<file path="src/rtl/reg_writeback_pkg.sv">
// reg_writeback_pkg: shared widths, vsel encodings and the writeback entry type.
package reg_writeback_pkg;
    localparam int DEFAULT_WIDTH = 16;
    localparam int NREGS = 8;
    localparam logic [1:0] VSEL_C = 2'b00;
    localparam logic [1:0] VSEL_MDATA = 2'b01;
    localparam logic [1:0] VSEL_IMM = 2'b10;
    localparam logic [1:0] VSEL_PC = 2'b11;
    typedef struct packed {
        logic [2:0] num;
        logic [DEFAULT_WIDTH-1:0] data;
    } wb_entry_t;
endpackage

</file>
<file path="src/rtl/wb_fifo2.sv">
// wb_fifo2: two-entry in-order queue; slot 0 always holds the head.
module wb_fifo2 import reg_writeback_pkg::*; #(
    parameter type T = wb_entry_t
) (
    input  logic       clk,
    input  logic       rst_n,
    input  logic       push_i,
    input  logic       pop_i,
    input  T           din_i,
    output logic [1:0] count_o,
    output T           head_o,
    output T           ent_o [2],
    output logic [1:0] vld_o
);
    T ent_q [2];
    T ent_d [2];
    logic [1:0] cnt_q, cnt_d;
    always_comb begin
        ent_d = ent_q;
        if (pop_i) ent_d[0] = ent_q[1];
        // pushing during a pop lands one slot lower than the current count
        if (push_i) ent_d[cnt_q[0] ^ pop_i] = din_i;
        cnt_d = cnt_q + 2'(push_i) - 2'(pop_i);
    end
    always_ff @(posedge clk or negedge rst_n) begin
        if (!rst_n) begin
            ent_q <= '{default: '0};
            cnt_q <= '0;
        end else begin
            ent_q <= ent_d;
            cnt_q <= cnt_d;
        end
    end
    assign count_o = cnt_q;
    assign head_o = ent_q[0];
    assign ent_o = ent_q;
    assign vld_o = {cnt_q == 2'd2, cnt_q != 2'd0};
endmodule

</file>
<file path="src/rtl/reg_writeback.sv">
// reg_writeback: buffered in-order writeback into an 8-entry register array.
// Define WB_BYPASS_EN to forward queued data onto regs_out.
module reg_writeback import reg_writeback_pkg::*; #(
    parameter int WIDTH = DEFAULT_WIDTH,
    parameter int PCW = 8
) (
    input  logic               clk,
    input  logic               rst_n,
    input  logic               wb_valid,
    output logic               wb_ready,
    input  logic [2:0]         writenum,
    input  logic [1:0]         vsel,
    input  logic [WIDTH-1:0]   C,
    input  logic [WIDTH-1:0]   mdata,
    input  logic [WIDTH-1:0]   sximm8,
    input  logic [PCW-1:0]     pc,
    input  logic               stall,
    output logic [8*WIDTH-1:0] regs_out,
    output logic [7:0]         busy,
    output logic               wr_commit,
    output logic [2:0]         commit_num
);
    typedef struct packed {
        logic [2:0] num;
        logic [WIDTH-1:0] data;
    } entry_t;
    entry_t din, head;
    entry_t ent [2];
    logic [1:0] count, vld;
    logic push, pop;
    logic [WIDTH-1:0] regs_q [NREGS];
    logic wr_commit_q;
    logic [2:0] commit_num_q;
    assign wb_ready = count < 2'd2;
    assign push = wb_valid && wb_ready;
    assign pop = count != 2'd0 && !stall;
    assign din.num = writenum;
    assign din.data = vsel == VSEL_C ? C : vsel == VSEL_MDATA ? mdata :
                      vsel == VSEL_IMM ? sximm8 : WIDTH'(pc);
    wb_fifo2 #(.T(entry_t)) u_fifo (
        .clk(clk), .rst_n(rst_n), .push_i(push), .pop_i(pop), .din_i(din),
        .count_o(count), .head_o(head), .ent_o(ent), .vld_o(vld)
    );
    always_ff @(posedge clk or negedge rst_n) begin
        if (!rst_n) begin
            regs_q <= '{default: '0};
            wr_commit_q <= 1'b0;
            commit_num_q <= '0;
        end else begin
            wr_commit_q <= pop;
            if (pop) begin
                regs_q[head.num] <= head.data;
                commit_num_q <= head.num;
            end
        end
    end
    assign wr_commit = wr_commit_q;
    assign commit_num = commit_num_q;
    always_comb begin
        busy = '0;
        for (int k = 0; k < 2; k++) if (vld[k]) busy[ent[k].num] = 1'b1;
    end
    for (genvar i = 0; i < NREGS; i++) begin : g_out
`ifdef WB_BYPASS_EN
        // slot 1 is younger than slot 0, so it wins when both target reg i
        assign regs_out[i*WIDTH +: WIDTH] =
            vld[1] && ent[1].num == 3'(i) ? ent[1].data :
            vld[0] && ent[0].num == 3'(i) ? ent[0].data : regs_q[i];
`else
        assign regs_out[i*WIDTH +: WIDTH] = regs_q[i];
`endif
    end
`ifndef WB_BYPASS_EN
    logic unused_data;
    assign unused_data = ^{ent[0].data, ent[1].data};
`endif
endmodule
</file>
<file path="config.mk">
export PLATFORM = sky130hd
export DESIGN_NAME = reg_writeback
export DESIGN_NICKNAME = d
export VERILOG_FILES = /design/src/rtl/reg_writeback_pkg.sv /design/src/rtl/wb_fifo2.sv /design/src/rtl/reg_writeback.sv
export SDC_FILE = /design/constraint.sdc
export NUM_CORES = 1
export LEC_CHECK = 0
export ABC_CLOCK_PERIOD_IN_PS = 2500
export BUFFER_PORTS_ARGS = -buffer_cell sky130_fd_sc_hd__clkbuf_2
export CAP_MARGIN = 5
export CORE_MARGIN = 5
export CORE_UTILIZATION = 52
export CTS_CLUSTER_DIAMETER = 80
export CTS_CLUSTER_SIZE = 8
export DETAILED_ROUTE_END_ITERATION = 10
export HOLD_SLACK_MARGIN = 0.03
export PLACE_DENSITY = 0.76
export SYNTH_ARGS = -nofsm -noshare
export SYNTH_HDL_FRONTEND = slang
export SYNTH_SLANG_ARGS = --single-unit
export TNS_END_PERCENT = 100
</file>
<file path="constraint.sdc">
create_clock -name clk -period 2.5 [get_ports clk]
set_input_delay 0.5 -clock clk [delete_from_list [all_inputs] [get_ports clk]]
set_output_delay 0.5 -clock clk [all_outputs]
set_load 0.01 [all_outputs]
</file>
==> run metrics, run 1 <==
Pwr Total 0.0122 W; fin crit share 0.908; setup bufs post-CTS 0; M2 GR Usage 0.354; dominant synthesized flop cell dfrtp_1; post-synth top area share 0.593; met3 GRT Util 0.0467; CTS clk-pin slew, worst paths 0.06 ns; clock sink count 172; f_max 0.441 GHz; Slew @ Worst Pin 0.731 ns; Mapped Nets 530; number of global-route vias before repair 4959; initial core utilization 0.527; Fill cells 1065; Root Buffer clkbuf_16; DR WL/cell 19.8 um; Avg Inst Size Synth 15.6 um2; asr flop ratio synth 1.00; initial antenna violation count 0; Synth top cells by count 172 x dfrtp_1, 122 x mux2_2, 30 x mux2_4; worst hold margin 0.0403 ns; CP max stage delay 0.51 ns; # Max-Cap Violations 0; Netlist cell types 33; met1 GRT Util 0.293; critical-path cell list o21bai_2 > o32ai_1 > clkbuf_2; Post-synth EDFFs 0; Multi-input gate area 2780 um2; Fin Clk Skew 0.00591 ns; CP max-delay cell dfrtp_1; register area 4300 um2; row count 43; IO buf count 205; Max-slew headroom 0.513; Detail Placement HPWL 12600 um; Max VDD drop 0.658 mV; final-report setup violation count 0; post-route setup TNS 0 ns; Routed WL 17100 um; DRC Markers 0; gp weighted congestion 0.769; Mapped Cells 464; most common cell in the netlist dfrtp_1; largest net degree at the start of global routing 58; crit path time final 2.27 ns; critical path class flip-flop to output port; post-route cell area 9060 um2; hold buffers post-CTS 0; HP Class primary input to asynchronous set/reset pin; H-tree depth 4; Die Y 128 um; grt peak-use layer met2; Slew Limit Fails 0; power density cells 1350 nW/um2; DIE AREA 16400 um2; final core utilization 0.658; GR Overflow Total 0; arrival time at the worst endpoint 1.77 ns; Startpoint Class flip-flop; initial drt markers 290; post-synthesis sequential element count 172; Worst setup EP type output port; CTS Buf Count 17; Pre-antenna DRT Iters 5; Yosys warning count 0; Crit Path Max Fanout 9; CTS tree done; outcome completed; RSZ-0062 raised after global routing false; Seq/Total Area, Yosys 0.593; CTS Buffer Depth 2; fraction of layout cells with a size suffix above 1 0.599; synthesized area 7250 um2; vias per cell 5.42; worst skew pair latency 0.43 ns; nets 741; largest area contributor in the netlist dfrtp_1; via total after detailed routing 4691; CTS resizes 0; Hold Fails Final Rpt 0; placed instance area 8490 um2; # diodes 0; worst path required time 2.00 ns; Post-DRT Antenna Nets 0; Area growth syn-to-layout 25.0%; first-pass GRT wire length 27300 um; I/O pin total 206; die width 128 um; leakage 4.60 nW; synth top area cells dfrtp_1 59%, mux2_2 19%, mux2_4 6.2%, mux2i_1 3.3%, mux4_2 2.5%; core area 13800 um2; gr usage total 0.219
-- where the power goes --
part	total (W)	switching, W	internal [W]	leakage (nW)
Combinational	0.00433	0.00199	0.00234	2.20
Clock	0.00258	0.00102	0.00156	0.281
Sequential	0.00530	0.00118	0.00412	2.11
-- cell families (layout without fill, tap and decap cells) --
logic type	after synthesis	in the layout	synth area share
muxes	194	194	0.325
xor gates and xnor gates	1	1	0.00121
and+or+nand+nor	33	33	0.0245
adders and majority gates	1	1	0.00172
AOI/OAI and AO/OA	32	32	0.0309
DFF	172	172	0.593
buffers and inverters	31	252	0.0235
-- critical path: cells and delay by family, from the launching register on --
kind | cells | cell delay, ns
AOI/OAI and AO/OA | 2 | 0.62
DFF | 1 | 0.51
buffers and inverters | 1 | 0.22
-- final timing paths --
path                       slack (ns)                         from  cells after the start                           end
max in group asynchronous        1.69                        rst_n                      2      regs_out[98]$_DFFE_PN0P_
min in group clk                 0.33                  writenum[0]                      3  u_fifo.ent_o[16]$_DFFE_PN0P_
max reg2reg                      0.40  u_fifo.count_o[1]$_DFF_PN0_                      3       regs_out[5]$_DFFE_PN0P_
min reg2reg                      0.50  u_fifo.ent_o[7]$_DFFE_PN0P_                      1   u_fifo.ent_o[7]$_DFFE_PN0P_
min                              0.04                        rst_n                      1     regs_out[116]$_DFFE_PN0P_
max                              0.23  u_fifo.count_o[1]$_DFF_PN0_                      3                       busy[0]
-- sequential cells by signal, summed over array words and instances (netlist names) --
signal	count
wr_commit	1
u_fifo.count_o	2
regs_out	128
commit_num	3
u_fifo.ent_o	38
-- through the flow --
| step | cells | worst slack (ns) |
|---|---|---|
| final | 865 | 0.231 |
| after CTS | 865 | 0.204 |
| after detailed placement | 836 | 0.413 |
| after global routing | 865 | 0.0861 |
| after global placement | 836 | 0.459 |
| after floorplan | 464 | 0.581 |
-- layout make-up --
cell class / instances / area share
well taps: 180 / 0.0248
flip-flops and latches: 172 / 0.475
clock inverters: 6 / 0.00952
multi-input cells: 261 / 0.307
repair buffers: 219 / 0.128
inverters: 4 / 0.00166
clock buffers: 23 / 0.0538
-- layout by cell type (no fill, tap or decap), drive strengths merged, types with 5 or more instances in the layout --
master   synthesis  final
buf             19     15
mux2           162    162
nor2            11     11
o22ai            6      6
inv              4      5
mux2i           24     24
clkbuf           8    227
a21oi            8      8
a2bb2oi          8      8
dfrtp          172    172
nand2            6      6
mux4             8      8
-- metal layers --
layer	up-vias	routed length (um)	share of wire
li1	2106	-	-
met1	2372	7340	0.43
met4	0	319	0.019
met2	187	8450	0.49
met5	-	0	0
met3	26	1030	0.060
No activity file was read; power rests on OpenSTA's default activity.
==> inputs of run 2 (changes only) <==
CELL_PAD_IN_SITES_DETAIL_PLACEMENT = 0   (was unset)
CELL_PAD_IN_SITES_GLOBAL_PLACEMENT = 2   (was unset)
CORE_UTILIZATION = 35   (was 52)
SYNTH_HIERARCHICAL = 1   (was unset)
==> run 2 against run 1 <==
Effect of this change:
- design area rose by 0.46%
- setup slack improved by 0.14 ns
- non-clock buffer count down 1
- largest cell class unchanged
- largest power group unchanged
==> run metrics, run 2 <==
Setup WS post-layout 0.367 ns (was 0.231 ns); # Max-Cap Violations 0 (unchanged); post-route cell area 9110 um2 (was 9060 um2); gr usage total 0.155 (was 0.219); row count 53 (was 43); DR WL/cell 18.5 um (was 19.8 um); synth top area cells dfrtp_1 59%, mux2_2 23%, mux2i_1 3.7%, mux4_2 2.5%, buf_4 2.3% (was dfrtp_1 59%, mux2_2 19%, mux2_4 6.2%, mux2i_1 3.3%, mux4_2 2.5%); post-synthesis sequential element count 172 (unchanged); IO buf count 205 (unchanged); DRC Markers 0 (unchanged); worst hold margin 0.332 ns (was 0.0403 ns); arrival time at the worst endpoint 1.63 ns (was 1.77 ns); power density cells 1310 nW/um2 (was 1350 nW/um2); Slew Limit Fails 0 (unchanged); most common cell in the netlist dfrtp_1 (unchanged); Slew @ Worst Pin 0.693 ns (was 0.731 ns); Worst setup EP type output port (unchanged); Placement Setup Slack 0.427 ns (was 0.413 ns); Max VDD drop 0.362 mV (was 0.658 mV); Detail Placement HPWL 13500 um (was 12600 um); CP max-delay cell dfrtp_1 (unchanged); CTS Buf Count 17 (unchanged); largest area contributor in the netlist dfrtp_1 (unchanged); via total after detailed routing 4743 (was 4691); Die Y 155 um (was 128 um); Top Metal Used met4 (unchanged); Max-slew headroom 0.537 (was 0.513); H-tree depth 4 (unchanged); Yosys warning count 6 (was 0); commonest non-fill, non-tap cells in the layout 204 x clkbuf_2, 172 x dfrtp_1, 150 x mux2_2 (was 204 x clkbuf_2, 172 x dfrtp_1, 122 x mux2_2); Crit Path Max Fanout 8 (was 9); worst path required time 2.00 ns (about the same); Area growth syn-to-layout 24.4% (was 25.0%); CTS tree done (unchanged); Pwr Total 0.0120 W (was 0.0122 W); first-pass GRT wire length 29000 um (was 27300 um); Root Buffer clkbuf_16 (unchanged); # diodes 0 (unchanged); Hold Fails Final Rpt 0 (unchanged); metal2 WL 8740 um (was 8450 um); number of global-route vias before repair 5091 (was 4959); fraction of layout cells with a size suffix above 1 0.588 (was 0.599); Pre-antenna DRT Iters 4 (was 5); outcome completed (unchanged); M1 wire length 8090 um (was 7340 um); f_max 0.469 GHz (was 0.441 GHz); final-report setup violation count 0 (unchanged); asr flop ratio synth 1.00 (unchanged); fin crit share 0.853 (was 0.908); Routed WL 18100 um (was 17100 um); commonest non-fill, non-tap cell in the layout clkbuf_2 (unchanged); Seq/Total Area, Yosys 0.588 (was 0.593); Fill cells 1963 (was 1065); critical-path cell list or2_2 > nand2b_1 > o32ai_1 > clkbuf_2 (was o21bai_2 > o32ai_1 > clkbuf_2); HP Class primary input to flip-flop (was primary input to asynchronous set/reset pin); Startpoint Class flip-flop (unchanged); initial core utilization 0.351 (was 0.527); leakage 4.48 nW (was 4.60 nW); Netlist cell types 32 (was 33); Fin Clk Skew 0.0156 ns (was 0.00591 ns); Post-synth EDFFs 0 (unchanged); nets 762 (was 741); initial drt markers 187 (was 290); dominant synthesized flop cell dfrtp_1 (unchanged); gp weighted congestion 0.736 (was 0.769); synthesized area 7320 um2 (was 7250 um2); max reg flops 128 (unchanged); I/O pin total 206 (unchanged); clock sink count 172 (unchanged); core area 20800 um2 (was 13800 um2); Mapped Cells 501 (was 464); GR Overflow Total 0 (unchanged); Avg Inst Size Synth 14.6 um2 (was 15.6 um2); number of buffers and inverters on the critical path 1 (unchanged); RSZ-0062 raised after global routing false (unchanged); worst skew pair latency 0.43 ns (about the same); placed instance area 8520 um2 (was 8490 um2); CP max stage delay 0.48 ns (was 0.51 ns); CTS clk-pin slew, worst paths 0.06 ns (about the same); post-synth top area share 0.588 (was 0.593); largest net degree at the start of global routing 60 (was 58); CTS Buffer Depth 2 (unchanged); post-route setup TNS 0 ns (unchanged); Top Family by Delay on Critical Path flip-flops (was compound AO/OA/AOI/OAI gates); CTS resizes 0 (unchanged); met3 WL 917 um (was 1030 um); critical path class flip-flop to output port (unchanged); initial antenna violation count 0 (unchanged); vias per cell 4.83 (was 5.42); die width 155 um (was 128 um); Synth top cells by count 172 x dfrtp_1, 150 x mux2_2, 27 x mux2i_1 (was 172 x dfrtp_1, 122 x mux2_2, 30 x mux2_4); Post-DRT Antenna Nets 0 (unchanged); Mapped Nets 568 (was 530); crit path time final 2.13 ns (was 2.27 ns); DIE AREA 23900 um2 (was 16400 um2)
==> run 2: cell count changes after synthesis, moves of 10 or more <==
cell / delta
mux2_2: +28
o21ai_1: +10
mux2_4: -30
o21ai_0: +14
nand3_1: +17
buf_4: +20
mux2_1: -10
==> run 2: final cells by class <==
type	count	area (um2)	area share
sequential	172	4300	0.473
tap	275	344	0.0378
multi-input combinational	283	2700	0.296
clock inverter	13	140	0.0154
timing repair buffer	218	1170	0.128
clock buffer	18	439	0.0482
inverter	3	11.3	0.00124
==> run 2: cell families (layout without fill, tap and decap cells) <==
group,Yosys count,after routing,synth area share
mux,185,185,0.292
flops,172,172,0.588
simple gates,57,57,0.0414
buf+inv,46,252,0.0439
compound gates,37,37,0.0284
fa+ha+maj,2,2,0.00342
xor+xnor,2,2,0.00239
==> run 2: what timing repair did <==
action                    CTS  global route
buffers inserted            0             0
hold endpoints to repair   40             0
hold buffers                1             0
==> run 2: per-stage QoR <==
step | cells | util
floorplan | 501 | -
global placement | 950 | 0.409
detailed placement | 950 | 0.409
CTS | 982 | 0.437
global route | 982 | 0.437
finish | 982 | 0.437
==> run 2: path summary, 6_finish.rpt <==
kind | startpoint | endpoint | slack (ns) | cells after the start
hold / removal | writenum[2] | u_fifo/ent_o[18]$_DFFE_PN0P_ | 0.33 | 2
setup reg to reg | u_fifo/count_o[1]$_DFF_PN0_ | u_fifo/ent_o[13]$_DFFE_PN0P_ | 0.42 | 7
max in group asynchronous | rst_n | regs_out[34]$_DFFE_PN0P_ | 1.21 | 3
hold reg to reg | regs_out[94]$_DFFE_PN0P_ | regs_out[94]$_DFFE_PN0P_ | 0.51 | 1
min in group asynchronous | rst_n | regs_out[91]$_DFFE_PN0P_ | 0.57 | 2
setup / recovery | u_fifo/count_o[1]$_DFF_PN0_ | busy[0] | 0.37 | 4
==> run 2: layer usage <==
metal | GRT usage | vias up
met5 | 0 | -
met4 | 0.0572 | 0
met3 | 0.0322 | 22
met2 | 0.251 | 156
met1 | 0.206 | 2393
li1 | - | 2172
==> run 2: power by group <==
group          internal (W)  total (W)  switching [W]
Clock               0.00150    0.00260        0.00110
Sequential          0.00404    0.00518        0.00114
Combinational       0.00215    0.00419        0.00203
==> run 2: worst register-to-register path, cell delays in order (launching register included) <==
cell     delay (ns)
dfrtp_1        0.46
nor2_1         0.21
nor2_2         0.06
ha_1           0.31
inv_1          0.06
ha_1           0.31
buf_12         0.20
mux2_2         0.35
==> inputs of run 3 (changes only) <==
CORE_MARGIN = unset   (was 5)
==> run 3 against run 2 <==
Effect of this change:
- critical endpoint is now u_fifo/ent_o[12]$_DFFE_PN0P_
- maximum frequency shrank 0.97%
- design area grew 0.48%
- total power grew 2.0%
- via count grew 1.8%
- sequential share of layout area shrank 0.23 points
- final cell count shrank 0.61%
- count of clock-buffer cells in the layout grew 3
- register-to-register slack lost 0.07 ns
- critical path depth grew 3
- clock skew shrank 0.0046 ns
- sequential power is essentially flat
- hold slack lost 0.26 ns
==> run metrics, run 3 (synthesis results as in run 2) <==
CTS tree done (unchanged); # diodes 0 (unchanged); Max VDD drop 0.403 mV (was 0.362 mV); Detail Placement HPWL 12800 um (was 13500 um); crit path time final 2.15 ns (was 2.13 ns); HP Class primary input to asynchronous set/reset pin (was primary input to flip-flop); Area growth syn-to-layout 25.0% (was 24.4%); RSZ-0062 raised after global routing false (unchanged); post-route setup TNS 0 ns (unchanged); DRC Markers 0 (unchanged); Top Family by Delay on Critical Path adder cells (was flip-flops); met3 GRT Util 0.0363 (was 0.0322); nets 760 (was 762); CP max-delay cell dfrtp_1 (unchanged); CP dominant cell by count ha_1; GR Overflow Total 0 (unchanged); commonest non-fill, non-tap cells in the layout 204 x clkbuf_2, 172 x dfrtp_1, 150 x mux2_2 (unchanged); M2 GR Usage 0.280 (was 0.251); critical path class flip-flop to flip-flop (was flip-flop to output port); Slew @ Worst Pin 0.764 ns (was 0.693 ns); placed instance area 8490 um2 (was 8520 um2); met1 GRT Util 0.222 (was 0.206); via total after detailed routing 4827 (was 4743); critical-path cell list nor2_1 > nor2_2 > ha_1 > inv_1 > ha_1 > buf_4 > mux2_2 (was or2_2 > nand2b_1 > o32ai_1 > clkbuf_2); number of global-route vias before repair 4815 (was 5091); f_max 0.464 GHz (was 0.469 GHz); non-filler cells, final 976 (was 982); max reg flops 128 (unchanged); commonest non-fill, non-tap cell in the layout clkbuf_2 (unchanged); row count 52 (was 53); final-report setup violation count 0 (unchanged); worst skew pair latency 0.42 ns (was 0.43 ns); Crit Path Max Fanout 19 (was 8); gr usage total 0.169 (was 0.155); vias per cell 4.95 (was 4.83); arrival time at the worst endpoint 2.46 ns (was 1.63 ns); DIE AREA 21500 um2 (was 23900 um2); outcome completed (unchanged); # Max-Cap Violations 0 (unchanged); placed instance count 944 (was 950); largest net degree at the start of global routing 66 (was 60); Slew Limit Fails 0 (unchanged); setup bufs post-CTS 0 (unchanged); DR WL/cell 17.9 um (was 18.5 um); Die Y 147 um (was 155 um); first-pass GRT wire length 27700 um (was 29000 um); fraction of layout cells with a size suffix above 1 0.589 (was 0.588); initial drt markers 227 (was 187); fin crit share 0.861 (was 0.853); IO buf count 205 (unchanged); Pre-antenna DRT Iters 4 (unchanged); power density cells 1330 nW/um2 (was 1310 nW/um2); die width 147 um (was 155 um); CTS Buffer Depth 2 (unchanged); core area 20400 um2 (was 20800 um2); Fill cells 1856 (was 1963); CP startpoint u_fifo/count_o[1]$_DFF_PN0_ (unchanged); Max-slew headroom 0.490 (was 0.537); gp weighted congestion 0.757 (was 0.736); clock sink count 172 (unchanged); Hold Fails Final Rpt 0 (unchanged); initial core utilization 0.359 (was 0.351); post-route cell area 9150 um2 (was 9110 um2); CTS Buf Count 17 (unchanged); Routed WL 17400 um (was 18100 um); Worst setup EP type flip-flop (was output port); initial antenna violation count 0 (unchanged); I/O pin total 206 (unchanged); H-tree depth 4 (unchanged); grt peak-use layer met2 (unchanged); CTS clk-pin slew, worst paths 0.07 ns (was 0.06 ns); Post-DRT Antenna Nets 0 (unchanged); FF-to-FF Start u_fifo/count_o[1]$_DFF_PN0_ (unchanged); Startpoint Class flip-flop (unchanged); number of buffers and inverters on the critical path 2 (was 1); leakage 4.49 nW (was 4.48 nW); CP max stage delay 0.46 ns (was 0.48 ns); worst path required time 2.80 ns (was 2.00 ns); Fin Clk Skew 0.0110 ns (was 0.0156 ns); hold buffers post-CTS 0 (was 1); CTS resizes 0 (unchanged); Root Buffer clkbuf_16 (unchanged)
run 3: cell count changes in the layout (fill, tap and decap cells not counted):
cell	previous run	this run
buf_12	3	2
bufinv_16	2	4
clkbuf_8	1	4
clkinv_2	5	0
clkinvlp_4	0	2
dlygate4sd3_1	1	0
inv_8	1	0
run 3: final cells by class:
class,instances,area [um2],area share
clock buffers,21,480,0.0525
clock inverters,11,179,0.0196
inverters,3,11.3,0.00123
multi-input cells,283,2700,0.295
flip-flops and latches,172,4300,0.470
well taps,270,338,0.0369
repair buffers,216,1140,0.125
run 3: final timing paths:
check                                                to  slack [ns]  cells after the start
min                            regs_out[26]$_DFFE_PN0P_        0.07                      1
min in group clk           u_fifo/ent_o[18]$_DFFE_PN0P_        0.34                      2
max reg2reg                u_fifo/ent_o[12]$_DFFE_PN0P_        0.35                      7
min reg2reg                    regs_out[97]$_DFFE_PN0P_        0.51                      1
max in group asynchronous    u_fifo/ent_o[32]$_DFF_PN0_        1.75                      2
max                        u_fifo/ent_o[12]$_DFFE_PN0P_        0.35                      7
run 3: worst reg2reg max path, cell delays in order (launching register included):
cell     delay, ns
dfrtp_1       0.46
nor2_1        0.21
nor2_2        0.06
ha_1          0.37
inv_1         0.08
ha_1          0.18
buf_4         0.29
mux2_2        0.38
run 3: per-stage QoR:
stage | hold slack [ns] | total power (W) | setup WS (ns) | util
after floorplan | 0.204 | 0.00767 | 0.318 | -
after CTS | 0.0827 | 0.0124 | 0.360 | 0.449
after global routing | 0.102 | 0.0130 | 0.236 | 0.449
final | 0.0705 | 0.0122 | 0.347 | 0.449
after global placement | 0.487 | 0.00928 | 0.419 | 0.417
after detailed placement | 0.494 | 0.00946 | 0.372 | 0.417
run 3: metal layers:
layer | up-vias | share of wire
met2 | 174 | 0.49
met3 | 12 | 0.047
met1 | 2470 | 0.44
li1 | 2171 | -
met5 | - | 0
met4 | 0 | 0.013
run 3: where the power goes:
group / switching, W / leakage [nW] / total [W] / internal [W]
clock: 0.00109 / 0.317 / 0.00289 / 0.00179
combinational: 0.00203 / 2.01 / 0.00417 / 0.00213
sequential: 0.00110 / 2.17 / 0.00515 / 0.00404
total: 0.00423 / 4.49 / 0.0122 / 0.00797
